File: src/rtl/contador_botones_param.sv
// Three-button up/down counter: each raw button is synchronised, debounced and edge-detected;
// up/down support optional long-press auto-repeat, and limit hits are flagged with a pulse.
module contador_botones_param #(
    parameter int unsigned WIDTH      = 8,
    parameter int unsigned DEB_CYCLES = 4,
    parameter int unsigned MODO_SAT   = 0,
    parameter int unsigned REP_DELAY  = 0,
    parameter int unsigned REP_PERIOD = 1000
) (
    input  logic             clk,
    input  logic             rst,
    input  logic             btn_up,
    input  logic             btn_down,
    input  logic             btn_clr,
    output logic [WIDTH-1:0] valor,
    output logic             evt_up,
    output logic             evt_down,
    output logic             limite
);

    localparam int unsigned CW       = $clog2(DEB_CYCLES) + 1;
    localparam logic [CW-1:0] DEB_TERM = CW'(DEB_CYCLES - 1);
    localparam int unsigned RMAX     = (REP_DELAY > REP_PERIOD) ? REP_DELAY : REP_PERIOD;
    localparam int unsigned TW       = $clog2(RMAX + 1) + 1;
    localparam logic [TW-1:0] DLY_TERM = TW'((REP_DELAY > 0) ? REP_DELAY - 1 : 0);
    localparam logic [TW-1:0] PER_TERM = TW'((REP_PERIOD > 0) ? REP_PERIOD - 1 : 0);
    localparam logic [WIDTH-1:0] MAXV  = {WIDTH{1'b1}};

    typedef enum logic [1:0] {StReposo, StEspera, StRepite} rep_state_e;

    // Bit 0 = up, bit 1 = down, bit 2 = clear.
    logic [2:0]    raw, s1, s2, deb, deb_q, press;
    logic [CW-1:0] cnt [3];
    logic          evt_clr;
    rep_state_e    estado [2];
    logic [TW-1:0] timer [2];
    logic [1:0]    rep_evt;

    assign raw      = {btn_clr, btn_down, btn_up};
    assign press    = deb & ~deb_q;
    assign evt_up   = rep_evt[0];
    assign evt_down = rep_evt[1];

    always_ff @(posedge clk) begin
        if (rst) begin
            s1      <= '0;
            s2      <= '0;
            deb     <= '0;
            deb_q   <= '0;
            evt_clr <= 1'b0;
            for (int i = 0; i < 3; i++) cnt[i] <= '0;
        end else begin
            s1      <= raw;
            s2      <= s1;
            deb_q   <= deb;
            evt_clr <= press[2];
            for (int i = 0; i < 3; i++) begin
                if (s2[i] == deb[i]) begin
                    cnt[i] <= '0;
                end else if (cnt[i] == DEB_TERM) begin
                    deb[i] <= s2[i];
                    cnt[i] <= '0;
                end else begin
                    cnt[i] <= cnt[i] + CW'(1);
                end
            end
        end
    end

    // Auto-repeat FSMs for up (0) and down (1); events are registered one-cycle pulses.
    always_ff @(posedge clk) begin
        if (rst) begin
            rep_evt <= '0;
            for (int i = 0; i < 2; i++) begin
                estado[i] <= StReposo;
                timer[i]  <= '0;
            end
        end else begin
            for (int i = 0; i < 2; i++) begin
                rep_evt[i] <= 1'b0;
                unique case (estado[i])
                    StReposo: begin
                        if (press[i]) begin
                            rep_evt[i] <= 1'b1;
                            if (REP_DELAY > 0) begin
                                estado[i] <= StEspera;
                                timer[i]  <= '0;
                            end
                        end
                    end
                    StEspera: begin
                        if (!deb[i]) begin
                            estado[i] <= StReposo;
                        end else if (timer[i] == DLY_TERM) begin
                            rep_evt[i] <= 1'b1;
                            timer[i]   <= '0;
                            estado[i]  <= StRepite;
                        end else begin
                            timer[i] <= timer[i] + TW'(1);
                        end
                    end
                    StRepite: begin
                        if (!deb[i]) begin
                            estado[i] <= StReposo;
                        end else if (timer[i] == PER_TERM) begin
                            rep_evt[i] <= 1'b1;
                            timer[i]   <= '0;
                        end else begin
                            timer[i] <= timer[i] + TW'(1);
                        end
                    end
                    default: estado[i] <= StReposo;
                endcase
            end
        end
    end

    always_ff @(posedge clk) begin
        if (rst) begin
            valor  <= '0;
            limite <= 1'b0;
        end else begin
            limite <= 1'b0;
            if (evt_clr) begin
                valor <= '0;
            end else if (evt_up && evt_down) begin
                valor <= valor;
            end else if (evt_up) begin
                if (valor == MAXV) begin
                    limite <= 1'b1;
                    if (MODO_SAT == 0) valor <= '0;
                end else begin
                    valor <= valor + WIDTH'(1);
                end
            end else if (evt_down) begin
                if (valor == '0) begin
                    limite <= 1'b1;
                    if (MODO_SAT == 0) valor <= MAXV;
                end else begin
                    valor <= valor - WIDTH'(1);
                end
            end
        end
    end

endmodule

File: config.mk
export PLATFORM = sky130hd
export DESIGN_NAME = contador_botones_param
export DESIGN_NICKNAME = d
export VERILOG_FILES = /design/src/rtl/contador_botones_param.sv
export SDC_FILE = /design/constraint.sdc
export NUM_CORES = 1
export LEC_CHECK = 0
export BUFFER_PORTS_ARGS = -buffer_cell sky130_fd_sc_hd__buf_2
export CORE_ASPECT_RATIO = 1.1
export CORE_MARGIN = 2
export CORE_UTILIZATION = 40
export CTS_BUF_LIST = sky130_fd_sc_hd__clkbuf_8
export DETAILED_ROUTE_END_ITERATION = 7
export PLACE_DENSITY = 0.66
export SKIP_CTS_REPAIR_TIMING = 1
export SLEW_MARGIN = 20
export SYNTH_ARGS = -nofsm -noshare
export SYNTH_HDL_FRONTEND = slang
export SYNTH_SLANG_ARGS = --single-unit
File: constraint.sdc
create_clock -name clk -period 1.7 [get_ports clk]
set_clock_uncertainty 0.15 [all_clocks]
set_input_delay 0.085 -clock clk [delete_from_list [all_inputs] [get_ports clk]]
set_output_delay 0.085 -clock clk [all_outputs]
set_load 0.01 [all_outputs]
== Word-level counts from Yosys, hierarchy flattened ==
Memories as Yosys holds them, arrays and structs flattened.
Cells that the tools add are included.

* Register bits: 24
* RAM bits: 33
* Logic and storage cells: 211
* Memories: 3

* $add $sub $neg: 7
* Eq/ne operators: 13
* Muxes and demuxes: 132
* Bitwise operators: 31
* Reduce and logical (&&, ||, !) cells: 15

{| class="wikitable"
|+ Memories
! memory !! words !! bits a word !! read ports !! clocked after memory_dff !! write ports !! line !! text
|-
| timer || 2 || 11 || 2 || 0 || 2 || 36 || <nowiki>logic [TW-1:0] timer [2];</nowiki>
|-
| cnt || 3 || 3 || 3 || 0 || 3 || 33 || <nowiki>logic [CW-1:0] cnt [3];</nowiki>
|-
| estado || 2 || 1 || 2 || 0 || 2 || 35 || <nowiki>rep_state_e estado [2];</nowiki>
|}

{| class="wikitable"
|+ Operators with widths
! kind !! number
|-
| $mux W1 || 109
|-
| $mux W11 || 8
|-
| $mux W8 || 4
|-
| $mux W3 || 9
|-
| $or A1 B1 Y1 || 25
|-
| $add A11 B1 Y11 const B || 2
|-
| $eq A11 B10 Y1 const B || 2
|-
| $logic_not A11 Y1 || 2
|-
| $add A3 B1 Y3 const B || 3
|-
| $eq A3 B2 Y1 const B || 3
|-
| $reduce_or A3 Y1 || 3
|-
| $add A8 B1 Y8 const B || 1
|-
| $eq A8 B8 Y1 const B || 1
|-
| $logic_not A8 Y1 || 1
|-
| $reduce_and A2 Y1 || 4
|-
| $sub A8 B1 Y8 const B || 1
|-
| $pmux W1 S3 || 2
|-
| $eq A2 B1 Y1 const B || 2
|-
| $eq A2 B2 Y1 const B || 2
|-
| $logic_not A2 Y1 || 2
|-
| $not A1 Y1 || 4
|-
| $and A3 B3 Y3 || 1
|-
| $eq A1 B1 Y1 || 3
|-
| $not A3 Y3 || 1
|-
| 3 further kinds || 3
|}

== Longest topological paths before layout ==
An unclocked memory read counts as a cell.

* Word-level depth: 11
* Gate-level depth with buffers: 6
* Gate-level depth less buffers: 6

== Least setup slack after synthesis ==
No wires, ideal clock.

* Path type: reg2reg
* Start point: register valor[0]
* End point: register valor[2]
* Library setup time: 0.131 ns
* Data arrival time: 1.531 ns
* Required time: 1.419 ns
* Setup slack: -0.112 ns
* Cell stages (with the launch flop): 7
* Path buffers: 0
* Period minus slack after synthesis: 1.812 ns
* Path through: dfxtp_1 > inv_1 > ha_1 > nor3b_2 > and4b_4 > o311ai_0 > a21oi_1

* Word-level cells in the longest chain between the ends: 4

{| class="wikitable"
|+ Ends and longest elaborated chain
! element !! line !! text
|-
| start: declaration || 15 || <nowiki>output logic [WIDTH-1:0] valor,</nowiki>
|-
| start signal: assignment || 127 || <nowiki>valor <= valor;</nowiki>
|-
| start signal: assignment || 133 || <nowiki>valor <= valor + WIDTH'(1);</nowiki>
|-
| start signal: assignment || 140 || <nowiki>valor <= valor - WIDTH'(1);</nowiki>
|-
| $sub A8 B1 Y8 or $logic_not A8 Y1 (tied branches) || 140, 136 ||
|-
| $mux W8 || 136 || <nowiki>if (valor == '0) begin</nowiki>
|-
| $mux W8 || 135 || <nowiki>end else if (evt_down) begin</nowiki>
|-
| $mux W8 * || 128 || <nowiki>end else if (evt_up) begin</nowiki>
|}

Every way passes the cells marked *; elsewhere a longest branch is shown, timed or not. The select of a mux whose other input is x is not followed.
A chain may end at the register's enable or synchronous reset.

==> results.cfg <==
[global_route]
grt_overflow = 0
grt_pass1_wl_um = 6513
grtUsageMet3_pct = 4.369
grt_start_max_net_pins = 21
busiest_layer = met2
antenna_found_initial = 0
met1_usage_pct = 16.46
use_met2_pct = 22.72
grt_use_total_pct = 13.91
grt_pass1_vias = 1492

[floorplan]
die_x_um = 75.23
initial_core_util_pct = 41.37
placement_rows = 28
coreArea_mm2 = 0.005395
die_area_mm2 = 0.006195
dieHeight_um = 82.35
ios = 16

[power_and_ir_drop]
p_sw_mw = 0.4514
switching_share_pct = 23.02
pwr-share-seq_pct = 60.1
ir_worst_vdd_mv = 0.3736
power_frac_comb_pct = 6.2
cell_internal_pwr_mw = 1.509
leakage_nw = 1.077
power_density_mw_per_mm2 = 729.2
power_frac_clock_pct = 33.6

[final_layout]
nNetsFinal = 285
finalInstanceArea_mm2 = 0.002689
drive_above_1_share_pct = 21.48
layout_commonest_cell = nor2_1
final_cell_mix = 37 x nor2_1, 22 x dfxtp_1, 21 x edfxtp_1, 18 x buf_4
diodes = 0
syn_to_final_growth_pct = 20.46

[critical_path]
path_class = flop to flop
crit_arrival_ps = 1610
end_kind = flop
path_max_fanout = 11
slowest_delay_ps = 390
crit_slowest_cell = or3_1
crit_required_ps = 1600
cp-start-kind = flop
cp_cell_sequence = or3_1, nor4_2, nand3b_1, buf_12, nor2_1

[detailed_routing]
drt-total-wl_um = 3946
drt_pass1_iterations = 4
ant_nets = 0
drc_errors = 0
wl_per_cell_um = 11.44
num_vias = 1691
drt_iter0_markers = 58
vias_per_cell = 4.901

[job]
maxCapViolCount = 0

[sta]
fin_crit_sh_pct = 100.4
setup_violations = 6
hold_viol_final = 0
setup_ws_ps = -7.116
holdWs_ps = 7.386
finalCriticalPeriod_ps = 1707
rsz0062_at_grt = yes
timing.fmax_ghz = 0.5858
drv_slew = 0

[synth]
ys.flop_type = dfxtp_1
yosys.area.top_type = edfxtp_1
syn_inst = 226
ys_seq_elements = 45
synthTopCellsByArea = edfxtp_1 28%, dfxtp_1 22%, nor2_1 6.2%, ha_1 6.2%, xnor2_1 3.9%
synth_top_area_share_pct = 28.25
syn_area_mm2 = 0.002232
ys_types = 48
async_reset_ff_share_pct = 0
synth-seq-area-share_pct = 49.78
synth_edf_count = 21
yosys_warnings = 0
syn_area_per_cell_um2 = 9.877

[clock_network]
cts-htree-levels = 2
cts.clk_slew.worst_paths_ps = 80
clockBufferDepth = 2
cts_tree = built
numCtsBuffers = 5
cts-root-buf = clkbuf_8
clock_sinks = 45
clock_latency_ps = 300

[status]
violations = setup timing
status = complete, but fails checks

[placed_design]
gp_congestion = 0.9173
hpwl_um = 2792
io_buffers = 15
placed_area_mm2 = 0.002521

[min_path]
hp-class = primary input to flop
cell usage after synthesis, drive strengths merged (2+ instances only):
| master | instances |
|---|---|
| xor2 | 3 |
| buf | 5 |
| mux2i | 4 |
| and4 | 2 |
| nand4 | 5 |
| xnor2 | 10 |
| nand3 | 8 |
| o21ai | 6 |
| a31oi | 2 |
| inv | 17 |
| nor2b | 12 |
| nor4 | 3 |
| ha | 11 |
| nor3 | 8 |
| a21o | 2 |
| dfxtp | 24 |
| or3 | 4 |
| a21oi | 8 |
| nand2 | 7 |
| edfxtp | 21 |
| clkbuf | 4 |
| nor2 | 37 |
| conb | 2 |
| o22ai | 3 |
final cells by class:
type                            instances  area (um2)
Clock buffer                            5       68.82
Clock inverter                          3       18.77
Fill cell                             541        2706
Inverter                               17       66.31
Multi-Input combinational cell        163        1065
Sequential cell                        45        1116
Tap cell                               75       93.84
Timing Repair Buffer                   37       260.3
worst max-delay path, delay by kind of cell, from the launching register on:
kind                   cells  cell delay (ps)
and+or+nand+nor            4              800
DFF                        1              380
buffers and inverters      1              140
layer usage:
layer	routed length (um)	part of all wire, %
met5	0	0
met4	70	1.8
met3	206	5.2
met2	1906	48
met1	1763	45
state kept, by name, summed over array words and instances (netlist names):
name,flops
cnt,9
limite,1
deb_q,3
s1,3
rep_evt,2
estado,1
s2,3
valor,8
evt_clr,1
timer,11
deb,3
cells by family (layout without fill, tap and decap cells):
| logic type | Yosys count | count (layout) | synth area share, % |
|---|---|---|---|
| other | 2 | 10 | 0.3364 |
| DFF | 45 | 45 | 49.78 |
| muxes | 5 | 5 | 2.298 |
| buffers and inverters | 26 | 62 | 5.212 |
| AOI/OAI and AO/OA | 31 | 31 | 9.249 |
| and+or+nand+nor | 93 | 93 | 21.86 |
| adders and majority gates | 11 | 11 | 6.166 |
| xor gates and xnor gates | 13 | 13 | 5.101 |
power by group through the flow:
| stage | Clock, mW | Combinational [mW] | Sequential (mW) |
|---|---|---|---|
| 5_1_grt | 0.733 | 0.140 | 1.18 |
| 3_3_place_gp | 0 | 0.112 | 1.20 |
| 6_report | 0.659 | 0.122 | 1.18 |
| 2_1_floorplan | 0 | 0.0796 | 1.20 |
| 3_5_place_dp | 0 | 0.114 | 1.21 |
| 4_1_cts | 0.693 | 0.114 | 1.18 |
path summary, 6_finish.rpt:
check | from | endpoint | slack (ps) | cells after the start
hold reg to reg | deb_q[0]$_SDFF_PP0_ | rep_evt[0]$_SDFF_PP0_ | 240 | 1
setup / recovery | timer[1][10]$_SDFFCE_PN0P_ | timer[1][8]$_SDFFCE_PN0P_ | -7 | 5
setup reg to reg | timer[1][10]$_SDFFCE_PN0P_ | timer[1][8]$_SDFFCE_PN0P_ | -7 | 5
hold / removal | rst | deb[2]$_SDFFE_PP0P_ | 7 | 2
stage by stage:
stage	power (mW)	utilization, %	std cells	setup slack, ps	setup TNS (ps)
4_1_cts	1.988	48.35	340	-122.7	-418.0
3_5_place_dp	1.319	46.73	332	-105.1	-265.8
3_3_place_gp	1.317	46.73	332	-75.20	-110.0
5_1_grt	2.057	49.84	345	-82.56	-779.7
6_report	1.961	49.84	345	-7.116	-17.91
2_1_floorplan	1.284	-	234	22.02	0
No activity file was read; power rests on OpenSTA's default activity.
